### config.mk
export PLATFORM = sky130hd
export DESIGN_NAME = fb_frame_ctrl
export DESIGN_NICKNAME = d
export VERILOG_FILES = /design/src/rtl/fb_frame_ctrl.sv
export SDC_FILE = /design/constraint.sdc
export NUM_CORES = 1
export LEC_CHECK = 0
export ABC_AREA = 1
export CELL_PAD_IN_SITES_DETAIL_PLACEMENT = 1
export CELL_PAD_IN_SITES_GLOBAL_PLACEMENT = 1
export CORE_MARGIN = 2
export CORE_UTILIZATION = 40
export CTS_CLUSTER_DIAMETER = 80
export DETAILED_ROUTE_END_ITERATION = 10
export GPL_TIMING_DRIVEN = 0
export PLACE_DENSITY_LB_ADDON = 0.1
export SLEW_MARGIN = 15
export SYNTH_ARGS = -nofsm -noshare
export SYNTH_HDL_FRONTEND = slang
export SYNTH_SLANG_ARGS = --single-unit
### constraint.sdc
create_clock -name clk -period 3.5 [get_ports clk]
set_clock_uncertainty 0.2 [all_clocks]
set_input_delay 0.35 -clock clk [delete_from_list [all_inputs] [get_ports clk]]
set_output_delay 0.35 -clock clk [all_outputs]
set_load 0.02 [all_outputs]
### src/rtl/fb_frame_ctrl.sv
// Double-buffered framebuffer write controller: clears the back buffer, accepts
// rasterizer pixels, then waits for a display vsync falling edge to swap buffers.
//
// state    | meaning
// ---------+---------------------------------------------------------------
// CLEAR    | fill back buffer with the latched clear colour, one word/cycle
// DRAW     | accept rasterizer pixels until frame_done
// WAIT_VS  | frame finished, hold off pixels until vsync falls
// SWAP     | one-cycle swap pulse, toggle buf_sel, count the frame
module fb_frame_ctrl #(
    parameter int ADDR_WIDTH = 17,
    parameter int FB_WORDS   = 76800
) (
    input  logic                  clk,
    input  logic                  rst_n,
    input  logic                  vsync,
    input  logic                  px_valid,
    input  logic [ADDR_WIDTH-1:0] px_addr,
    input  logic [7:0]            px_data,
    output logic                  px_ready,
    input  logic                  frame_done,
    input  logic                  clear_en,
    input  logic [7:0]            clear_color,
    output logic                  fb_wea,
    output logic [ADDR_WIDTH-1:0] fb_addra,
    output logic [7:0]            fb_dina,
    output logic                  swap,
    output logic                  buf_sel,
    output logic [15:0]           frame_cnt,
    output logic                  busy,
    output logic                  oob_err
);

    typedef enum logic [1:0] {
        S_CLEAR   = 2'd0,
        S_DRAW    = 2'd1,
        S_WAIT_VS = 2'd2,
        S_SWAP    = 2'd3
    } state_t;

    localparam logic [ADDR_WIDTH:0]   FB_WORDS_W = FB_WORDS[ADDR_WIDTH:0];
    localparam logic [ADDR_WIDTH-1:0] LAST_ADDR  = ADDR_WIDTH'(FB_WORDS - 1);

    state_t                state_q;
    logic [ADDR_WIDTH-1:0] clr_addr_q;
    logic [7:0]            clr_color_q;
    logic                  sync1_q, sync2_q, prev_q;
    logic                  fb_wea_q;
    logic [ADDR_WIDTH-1:0] fb_addra_q;
    logic [7:0]            fb_dina_q;
    logic                  swap_q, buf_sel_q, oob_q;
    logic [15:0]           frame_cnt_q;

    logic [7:0] clr_color_d;
    logic       vs_fall;
    logic       px_in_range;

    // The clear colour is sampled on the first CLEAR cycle, so it is used directly there.
    assign clr_color_d = (clr_addr_q == '0) ? clear_color : clr_color_q;
    assign vs_fall     = prev_q & ~sync2_q;
    assign px_in_range = ({1'b0, px_addr} < FB_WORDS_W);

    always_ff @(posedge clk or negedge rst_n) begin
        if (!rst_n) begin
            state_q     <= S_CLEAR;
            clr_addr_q  <= '0;
            clr_color_q <= '0;
            sync1_q     <= 1'b0;
            sync2_q     <= 1'b0;
            prev_q      <= 1'b0;
            fb_wea_q    <= 1'b0;
            fb_addra_q  <= '0;
            fb_dina_q   <= '0;
            swap_q      <= 1'b0;
            buf_sel_q   <= 1'b0;
            frame_cnt_q <= '0;
            oob_q       <= 1'b0;
        end else begin
            sync1_q  <= vsync;
            sync2_q  <= sync1_q;
            prev_q   <= sync2_q;
            fb_wea_q <= 1'b0;
            swap_q   <= 1'b0;
            case (state_q)
                S_CLEAR: begin
                    fb_wea_q   <= 1'b1;
                    fb_addra_q <= clr_addr_q;
                    fb_dina_q  <= clr_color_d;
                    if (clr_addr_q == '0) clr_color_q <= clear_color;
                    if (clr_addr_q == LAST_ADDR) begin
                        clr_addr_q <= '0;
                        state_q    <= S_DRAW;
                    end else begin
                        clr_addr_q <= clr_addr_q + 1'b1;
                    end
                end
                S_DRAW: begin
                    if (px_valid) begin
                        if (px_in_range) begin
                            fb_wea_q   <= 1'b1;
                            fb_addra_q <= px_addr;
                            fb_dina_q  <= px_data;
                        end else begin
                            oob_q <= 1'b1;
                        end
                    end
                    if (frame_done) state_q <= S_WAIT_VS;
                end
                S_WAIT_VS: begin
                    if (vs_fall) begin
                        state_q     <= S_SWAP;
                        swap_q      <= 1'b1;
                        buf_sel_q   <= ~buf_sel_q;
                        frame_cnt_q <= frame_cnt_q + 16'd1;
                    end
                end
                S_SWAP: begin
                    state_q <= clear_en ? S_CLEAR : S_DRAW;
                end
                default: state_q <= S_CLEAR;
            endcase
        end
    end

    assign px_ready  = (state_q == S_DRAW);
    assign busy      = (state_q != S_DRAW);
    assign fb_wea    = fb_wea_q;
    assign fb_addra  = fb_addra_q;
    assign fb_dina   = fb_dina_q;
    assign swap      = swap_q;
    assign buf_sel   = buf_sel_q;
    assign frame_cnt = frame_cnt_q;
    assign oob_err   = oob_q;

endmodule

**Word-level counts from Yosys, hierarchy flattened**

Cells that the tools add are included.

- $add $sub $neg: 2
- Multiply operators: 0
- Divide/modulo/power cells: 0
- Magnitude comparators: 1
- Eq/ne operators: 10
- Shifts and indexed selects: 0
- Muxes and demuxes: 18
- Bitwise logic cells: 4
- Reduce and logical (&&, ||, !) cells: 7

Operators with widths:

| operator | count |
|---|---|
| 17-bit two-way mux | 3 |
| 17-bit case mux with 2 select lines | 1 |
| 8-bit two-way mux | 3 |
| 17-bit by 1-bit adder with 17-bit output, second input constant | 1 |
| 17-bit equality test, second input constant | 1 |
| 17-bit logical NOT | 1 |
| 17-bit < comparator, second input constant | 1 |
| 16-bit by 1-bit adder with 16-bit output, second input constant | 1 |
| 8-bit case mux with 2 select lines | 1 |
| 3-bit AND reduction | 3 |
| 2-bit case mux with 4 select lines | 1 |
| 2-bit two-way mux | 3 |
| 2-bit by 1-bit inequality test with 1-bit output, second input constant | 3 |
| 2-bit inequality test, second input constant | 3 |
| 1-bit two-way mux | 5 |
| 2-bit equality test, second input constant | 2 |
| 1-bit NOT | 3 |
| 2-bit by 1-bit equality test with 1-bit output, second input constant | 1 |
| 2-bit logical NOT | 1 |
| 1-bit case mux with 2 select lines | 1 |
| 2-bit AND reduction | 1 |
| 2-bit nonzero test | 1 |
| 1-bit bitwise AND | 1 |

- Bits in registers: 75
- Bits in latches: 0
- Bits in writable memories: 0
- Bits in read-only memories: 0
- Input bits: 39
- Output and inout port bits: 47
- Logic and storage cells: 55
- Memories kept: 0

**Depth between registers and ports, before layout**

Gate-level depths: netlist (run 1).

- Depth in word-level cells: 4
- Gate-level depth with buffers: 11
- Depth with buffers taken out: 11

**Worst setup path before layout (run 1)**

OpenSTA, ideal clock, no wires.

- Path type: reg2reg
- Start point: reg state_q[1]
- End point: reg fb_dina_q[5], in the netlist fb_dina[5]
- Library setup time: 0.117 ns
- Arrival: 1.603 ns
- Data required time: 3.183 ns
- Setup slack: 1.580 ns
- Cell stages (with the launch flop): 11
- Buffers on the path: 2
- Period minus slack after synthesis: 1.920 ns
- Cells stage by stage: dfrtp_1 -> inv_1 -> ha_1 -> buf_4 -> nand2_1 -> nand3b_4 -> o21ai_4 -> inv_4 -> buf_4 -> nand2_1 -> nand2_1

- Cells in the longest elaborated chain, start to end: 3
- Elaborated cells between the ends (all ways): 7
- Those cells by class: eq/ne: 3; mux: 1; reduce/logical: 3

Ends and longest elaborated chain:

| what | line | RTL |
|---|---|---|
| start: declaration | 44 | `state_t state_q;` |
| start signal: assignment | 118 | `state_q <= clear_en ? S_CLEAR : S_DRAW;` |
| 2-bit by 1-bit equality test with 1-bit output * | - |  |
| net px_ready | 20 | `output logic px_ready,` |
| 2-bit by 1-bit inequality test with 1-bit output (no source line) (tied with other cells) | - |  |
| 3-bit AND reduction (no source line) | - |  |
| end signal: assignment | 88 | `fb_dina_q <= clr_color_d;` |
| end signal: assignment | 102 | `fb_dina_q <= px_data;` |
| end: declaration | 50 | `logic [7:0] fb_dina_q;` |

The timed path passes the listed nets; every way through them passes the cells marked *.
A chain may end at the register's enable or synchronous reset.

**Worst setup path in the final report (run 1)**

- Start point: reg state_q[1]
- End point: out busy

- Cells in the longest elaborated chain, start to end: 1

Ends and longest elaborated chain:

| what | line | RTL |
|---|---|---|
| 2-bit by 1-bit inequality test with 1-bit output | 126 | `assign busy = (state_q != S_DRAW);` |
| end: declaration | 30 | `output logic busy,` |

No other way between the ends.

==> reports/metrics.csv, run 1 <==
stage;metric;value;unit
status;outcome;complete, no violations;
critical_path;rr_startpoint;state_q[0];
critical_path;cp_max_fo;10;
synthesis;yosysSeqAreaShare;47.7;%
clock_network;cts_root_buffer;clkbuf_8;
critical_path;crit_path_frequent_cell;inv_1;
clock_network;clk_latency;0.36;ns
routing;wl_per_cell;15.7;µm
synthesis;muxShareOfSynthArea;0;%
critical_path;path_class;register to primary output;
cells_and_area;areaGrowthSynthToFinish;32.3;%
timing;slew_violations;0;
worst_hold_path;hold_class;register to register;
synthesis;synth_cell_types;35;
critical_path;crit_path_end;busy;
routing;num_vias;3507;
synthesis;syn-num-nets;523;
clock_network;cts-resized-gates;0;
floorplanning;die_x;103;µm
clock_network;path_clk_slew;0.08;ns
critical_path;path_cells;inv_1 > ha_1 > buf_4 > inv_1 > buf_2 > clkdlybuf4s50_1;
placed_design;port_buffers;85;
critical_path;critPathLaunch;state_q[1];
cells_and_area;final_cells;713;
timing;setup_violations;0;
cells_and_area;nets;621;
timing;max_freq;358;MHz
power;peakVddDrop;0.167;mV
cells_and_area;regArea;1880;µm²
routing;via_per_inst;4.92;
routing;drt_wl_total;11200;µm
clock_network;cts_buffers;9;
floorplanning;rows;36;
grt;grt_overflow;0;
critical_path;path_depth;6;
critical_path;cp_slowest_cell;clkdlybuf4s50_1;
cells_and_area;fill_cells;1167;
floorplanning;design.core.area;9680;µm²
clock_network;clock-sinks;75;
grt;grt_pass1_wl;18100;µm
power;power_density;335;nW/µm²
synthesis;synth-xor-area-share;5.34;%
timing;rsz0062_at_grt;false;
routing;drcViolationCount;0;
timing;max-slew-margin-rel;64.1;%
synthesis;synth.ff_latch_count;75;
floorplanning;start_util;40.6;%
clock_network;cts_buffer_depth;2;
critical_path;startpoint_type;register;
clock_network;cts_setup_buffers;0;
critical_path;cp_slowest_stage_delay;0.65;ns
routing;first_pass_iters;4;
critical_path;r2r-end;clr_addr_q[8];
timing;tightest_slew;0.538;ns
synthesis;synth_fa_ha_area_share;2.23;%
floorplanning;dieArea;10700;µm²
synthesis;yosys.area_share.simple;32.9;%
routing;ant_nets;0;
cells_and_area;diodes;0;
grt;grt_pass1_vias;3616;
grt;grt.total_usage;22.4;%
timing;finalHoldViolCount;0;
placed_design;hpwlAfterDp;8500;µm
cells_and_area;final_cell_mix;nand2_1 (146), clkdlybuf4s50_1 (84), dfrtp_1 (75);
synthesis;syn_avg_cell_area;8.25;µm²
placed_design;post-place-cells;696;
clock_network;cts-htree-levels;3;
synthesis;syn_area;3940;µm²
critical_path;path_buf_inv;5;
synthesis;synth_top_family_by_area;simple AND/OR/NAND/NOR gates;
power;leakagePower;2.42;nW
timing;period_needed;2.79;ns
timing;finalSetupTns;0;ns
placed_design;gp_congestion;0.795;
synthesis;synth_compound_area_share;4.93;%
timing;fin_hold_ws;0.157;ns
grt;antenna_found_initial;0;
timing;finalCritPeriodShare;79.8;%
job;max-cap-violations;0;
critical_path;cp.required;2.95;ns
synthesis;synth_cells;477;
cells_and_area;final_common_cell;nand2_1;
critical_path;crit_family;buffers and inverters;
routing;drt_iter0_markers;88;
critical_path;r2r.worst_path.cells;8;
critical_path;crit_arrival;2.24;ns
cells_and_area;drive_above_1_share;12.9;%
grt;grt_max_degree;58;
critical_path;reg2reg_setup_slack;1.39;ns
floorplanning;io_pins;86;
floorplanning;die-height;103;µm
critical_path;worstSetupEndpointType;primary output;
cells_and_area;multi_input_area;1790;µm²
synthesis;ys_warn_count;0;
clock_network;cts_tree;built;
state kept, by name (all words and copies together) (netlist names):
register and cells:
fb_dina 8, swap 1, state_q 2, clr_color_q 8
fb_addra 17, prev_q 1, sync2_q 1, fb_wea 1
clr_addr_q 17, buf_sel 1, oob_err 1, sync1_q 1
frame_cnt 16
where the power goes:
group	switching, mW	leakage (nW)	internal, mW	total (mW)
Combinational	0.0467	1.34	0.0564	0.103
Sequential	0.00696	0.975	0.877	0.884
Clock	0.334	0.111	0.422	0.756
Total	0.388	2.42	1.36	1.74
final cells by class:
type / count / area share (%)
plain buffers: 15 / 1.78
clock buffers: 12 / 2.79
clock inverters: 4 / 1.42
inverters: 47 / 3.44
multi-input cells: 340 / 34.3
flip-flops and latches: 75 / 36.0
well taps: 133 / 3.20
repair buffers: 87 / 17.0
cells by family (layout without fill, tap and decap cells):
kind of cell,count (synthesis),count (layout)
AND/OR/NAND/NOR,276,276
flip-flops,75,75
buffers and inverters,62,165
AO/OA/AOI/OAI,33,33
XOR/XNOR,24,24
adder cells (fa/ha/maj),7,7
per-stage QoR:
step	area, µm²	total power [mW]	utilization, %	setup slack (ns)
floorplan	3940	0.921	-	1.58
global placement	4950	0.999	51.1	-0.914
detailed placement	4980	1.00	51.4	1.09
CTS	5210	1.76	53.8	0.670
global route	5210	1.80	53.8	0.578
finish	5210	1.74	53.8	0.707
cell usage after synthesis:
| cell | number | area share (%) |
|---|---|---|
| clkinv_1 | 1 | 0.095 |
| nor2_4 | 4 | 1.1 |
| a21oi_1 | 4 | 0.51 |
| o22ai_1 | 1 | 0.16 |
| nand3_2 | 3 | 0.76 |
| nand2_2 | 12 | 1.9 |
| nand4_1 | 5 | 0.79 |
| xor2_1 | 18 | 4.0 |
| nand3b_1 | 1 | 0.19 |
| o21ai_4 | 1 | 0.41 |
| inv_4 | 1 | 0.16 |
| ha_1 | 7 | 2.2 |
| nor3_2 | 2 | 0.51 |
| buf_6 | 2 | 0.57 |
| inv_1 | 40 | 3.8 |
| nor2_8 | 1 | 0.51 |
| inv_2 | 5 | 0.48 |
| o211ai_1 | 1 | 0.19 |
| a31oi_1 | 9 | 1.4 |
| clkbuf_1 | 6 | 0.57 |
| buf_4 | 5 | 0.95 |
| or2_2 | 10 | 1.6 |
| a21boi_0 | 1 | 0.19 |
| buf_2 | 2 | 0.25 |
| nand3b_4 | 1 | 0.51 |
| o21ai_1 | 1 | 0.13 |
| nor2_2 | 9 | 1.4 |
| nor3_1 | 10 | 1.3 |
| xnor2_1 | 6 | 1.3 |
| nand2_4 | 1 | 0.29 |
| nand2_1 | 146 | 14 |
| o21ai_0 | 15 | 1.9 |
| nor2_1 | 29 | 2.8 |
| dfrtp_1 | 75 | 48 |
| nand3_1 | 42 | 5.3 |
layer usage:
| layer | track usage [%] | up-vias | routed length (µm) |
|---|---|---|---|
| met5 | 0 | - | 0 |
| met4 | 8.91 | 0 | 201 |
| met3 | 3.23 | 14 | 381 |
| met2 | 37.8 | 64 | 5580 |
| met1 | 29.0 | 1724 | 5060 |
| li1 | - | 1705 | - |
how the worst min path moves through the flow:
stage	start	to	slack, ns	depth (start not counted)
6_report	sync1_q	sync2_q	0.16	0
5_1_grt	sync1_q	sync2_q	0.16	0
4_1_cts	sync1_q	sync2_q	0.16	0
3_5_place_dp	rst_n	fb_addra[15]	0.06	1
3_3_place_gp	sync1_q	sync2_q	0.13	0
2_1_floorplan	rst_n	buf_sel	-0.15	0
repair_timing:
item,in CTS,in global routing
hold endpoints to repair,18,0
setup endpoints to repair,0,0
hold buffers,1,0
No activity file was read; power rests on OpenSTA's default activity.
==> inputs of run 2 (changes only) <==
- CORE_UTILIZATION: 40 -> 34
- clock period: 3.5 -> 2.3 ns (I/O delays scaled with it)
==> run 2 against run 1 <==
  * Critical path type unchanged
  * Register-to-register slack lost 1.2 ns
  * Worst hold slack lost 0.027 ns
  * Critical endpoint unchanged
  * Via count shrank 0.97%
  * Design area grew 2.0%
  * Flip-flop and latch count is the same
==> reports/metrics.csv, run 2 (synthesis results as in run 1) <==
stage;metric;value;unit;change
grt;antenna_found_initial;0;;unchanged
floorplanning;die-height;112;µm;was 103 µm
timing;tightest_slew;0.553;ns;was 0.538 ns
cells_and_area;final_common_cell;nand2_1;;unchanged
clock_network;cts_setup_buffers;0;;unchanged
routing;first_pass_iters;4;;unchanged
status;outcome;complete, no violations;;unchanged
critical_path;r2r-end;clr_color_q[3];;was clr_addr_q[8]
floorplanning;start_util;34.6;%;was 40.6%
timing;setup_violations;0;;unchanged
power;leakagePower;2.46;nW;was 2.42 nW
job;max-cap-violations;0;;unchanged
cells_and_area;nets;621;;unchanged
power;peakVddDrop;0.370;mV;was 0.167 mV
routing;via_per_inst;4.80;;was 4.92
routing;drcViolationCount;0;;unchanged
clock_network;cts_tree;built;;unchanged
critical_path;crit_arrival;1.70;ns;was 2.24 ns
critical_path;rr_startpoint;state_q[0];;unchanged
worst_hold_path;hold_class;input pin to asynchronous set/reset pin;;was register to register
floorplanning;design.core.area;11400;µm²;was 9680 µm²
power;p_total;3.00;mW;was 1.74 mW
clock_network;clock-sinks;75;;unchanged
cells_and_area;areaGrowthSynthToFinish;34.9;%;was 32.3%
timing;finalSetupTns;0;ns;unchanged
cells_and_area;drive_above_1_share;13.3;%;was 12.9%
timing;finalCritPeriodShare;92.5;%;
critical_path;r2r.worst_path.cells;6;;was 8
grt;grt.total_usage;19.5;%;was 22.4%
clock_network;clk_latency;0.34;ns;was 0.36 ns
grt;grt_pass1_wl;19000;µm;was 18100 µm
grt;grt_pass1_vias;3708;;was 3616
clock_network;cts_buffer_depth;2;;unchanged
critical_path;reg2reg_setup_slack;0.22;ns;was 1.39 ns
placed_design;gp_congestion;0.822;;was 0.795
timing;finalHoldViolCount;0;;unchanged
timing;fin_ws;0.174;ns;was 0.707 ns
power;power_density;565;nW/µm²;was 335 nW/µm²
floorplanning;dieArea;12500;µm²;was 10700 µm²
routing;ant_nets;0;;unchanged
clock_network;cts_root_buffer;clkbuf_16;;was clkbuf_8
grt;grt_max_degree;56;;was 58
critical_path;cp_max_fo;10;;unchanged
routing;num_vias;3473;;was 3507
grt;grt_overflow;0;;unchanged
clock_network;cts_buffers;9;;unchanged
timing;slew_violations;0;;unchanged
timing;max_freq;470;MHz;
routing;drt_iter0_markers;107;;was 88
floorplanning;io_pins;86;;unchanged
placed_design;pre_cts_ws;-0.0103;ns;was 1.09 ns
critical_path;path_class;register to primary output;;unchanged
timing;max-slew-margin-rel;63.1;%;was 64.1%
critical_path;startpoint_type;register;;unchanged
routing;wl_per_cell;15.8;µm;was 15.7 µm
floorplanning;die_x;112;µm;was 103 µm
critical_path;worstSetupEndpointType;primary output;;unchanged
clock_network;cts-htree-levels;3;;unchanged
routing;drt_wl_total;11400;µm;was 11200 µm
placed_design;hpwlAfterDp;8500;µm;about the same
critical_path;cp.required;1.87;ns;was 2.95 ns
clock_network;path_clk_slew;0.06;ns;was 0.08 ns
timing;period_needed;2.13;ns;
floorplanning;rows;39;;was 36
timing;fin_hold_ws;0.130;ns;was 0.157 ns
placed_design;port_buffers;85;;unchanged
cells_and_area;diodes;0;;unchanged
cells_and_area;final_cell_mix;nand2_1 (146), clkdlybuf4s50_1 (83), dfrtp_1 (75);;was nand2_1 (146), clkdlybuf4s50_1 (84), dfrtp_1 (75)
timing;rsz0062_at_grt;false;;unchanged
[run 2: worst max-delay path: stages, from the launching register on]
cell and delay, ns:
dfrtp_1 0.40, inv_1 0.10, ha_1 0.20, buf_4 0.17, inv_1 0.10, buf_4 0.20
clkbuf_2 0.19
[run 2: how the worst max path moves through the flow]
| stage | from | endpoint | slack (ns) | depth (start not counted) |
|---|---|---|---|---|
| after floorplan | state_q[1] | fb_dina[5] | 0.38 | 10 |
| after global placement | rst_n | buf_sel | -2.08 | 1 |
| after detailed placement | state_q[1] | busy | -0.01 | 6 |
| after CTS | state_q[1] | busy | 0.009 | 6 |
| after global routing | state_q[0] | clr_color_q[3] | 0.06 | 6 |
| final | state_q[1] | busy | 0.17 | 6 |
[run 2: per-layer routing]
metal / GRT usage, % / up-vias / part of all wire (%)
li1: - / 1705 / -
met1: 25.5 / 1706 / 47
met2: 32.2 / 52 / 49
met3: 3.54 / 10 / 3.0
met4: 7.57 / 0 / 1.3
met5: 0 / - / 0
[run 2: cell type report]
class | count | area, µm²
Inverter | 47 | 179
Multi-Input combinational cell | 340 | 1790
Sequential cell | 75 | 1880
Timing Repair Buffer | 87 | 881
Fill cell | 1382 | 6060
Clock inverter | 5 | 77.6
Buffer | 15 | 95.1
Clock buffer | 11 | 233
Tap cell | 143 | 179
[run 2: power breakdown]
part	internal, mW	switching [mW]
clock network	0.947	0.555
registers	1.34	0.0103
logic	0.0857	0.0689
total	2.37	0.634
[run 2: per-stage QoR]
step                cell area (µm²)  util, %  instances
floorplan                      3940        -        477
global placement               4970     43.7        705
detailed placement             4990     43.9        706
CTS                            5310     46.7        723
global route                   5310     46.7        723
finish                         5310     46.7        723
[run 2: timing repair]
action	CTS	global route
gates resized for setup	3	2
hold endpoints to repair	75	0
hold buffers	1	0
endpoints found under the setup margin	1	2
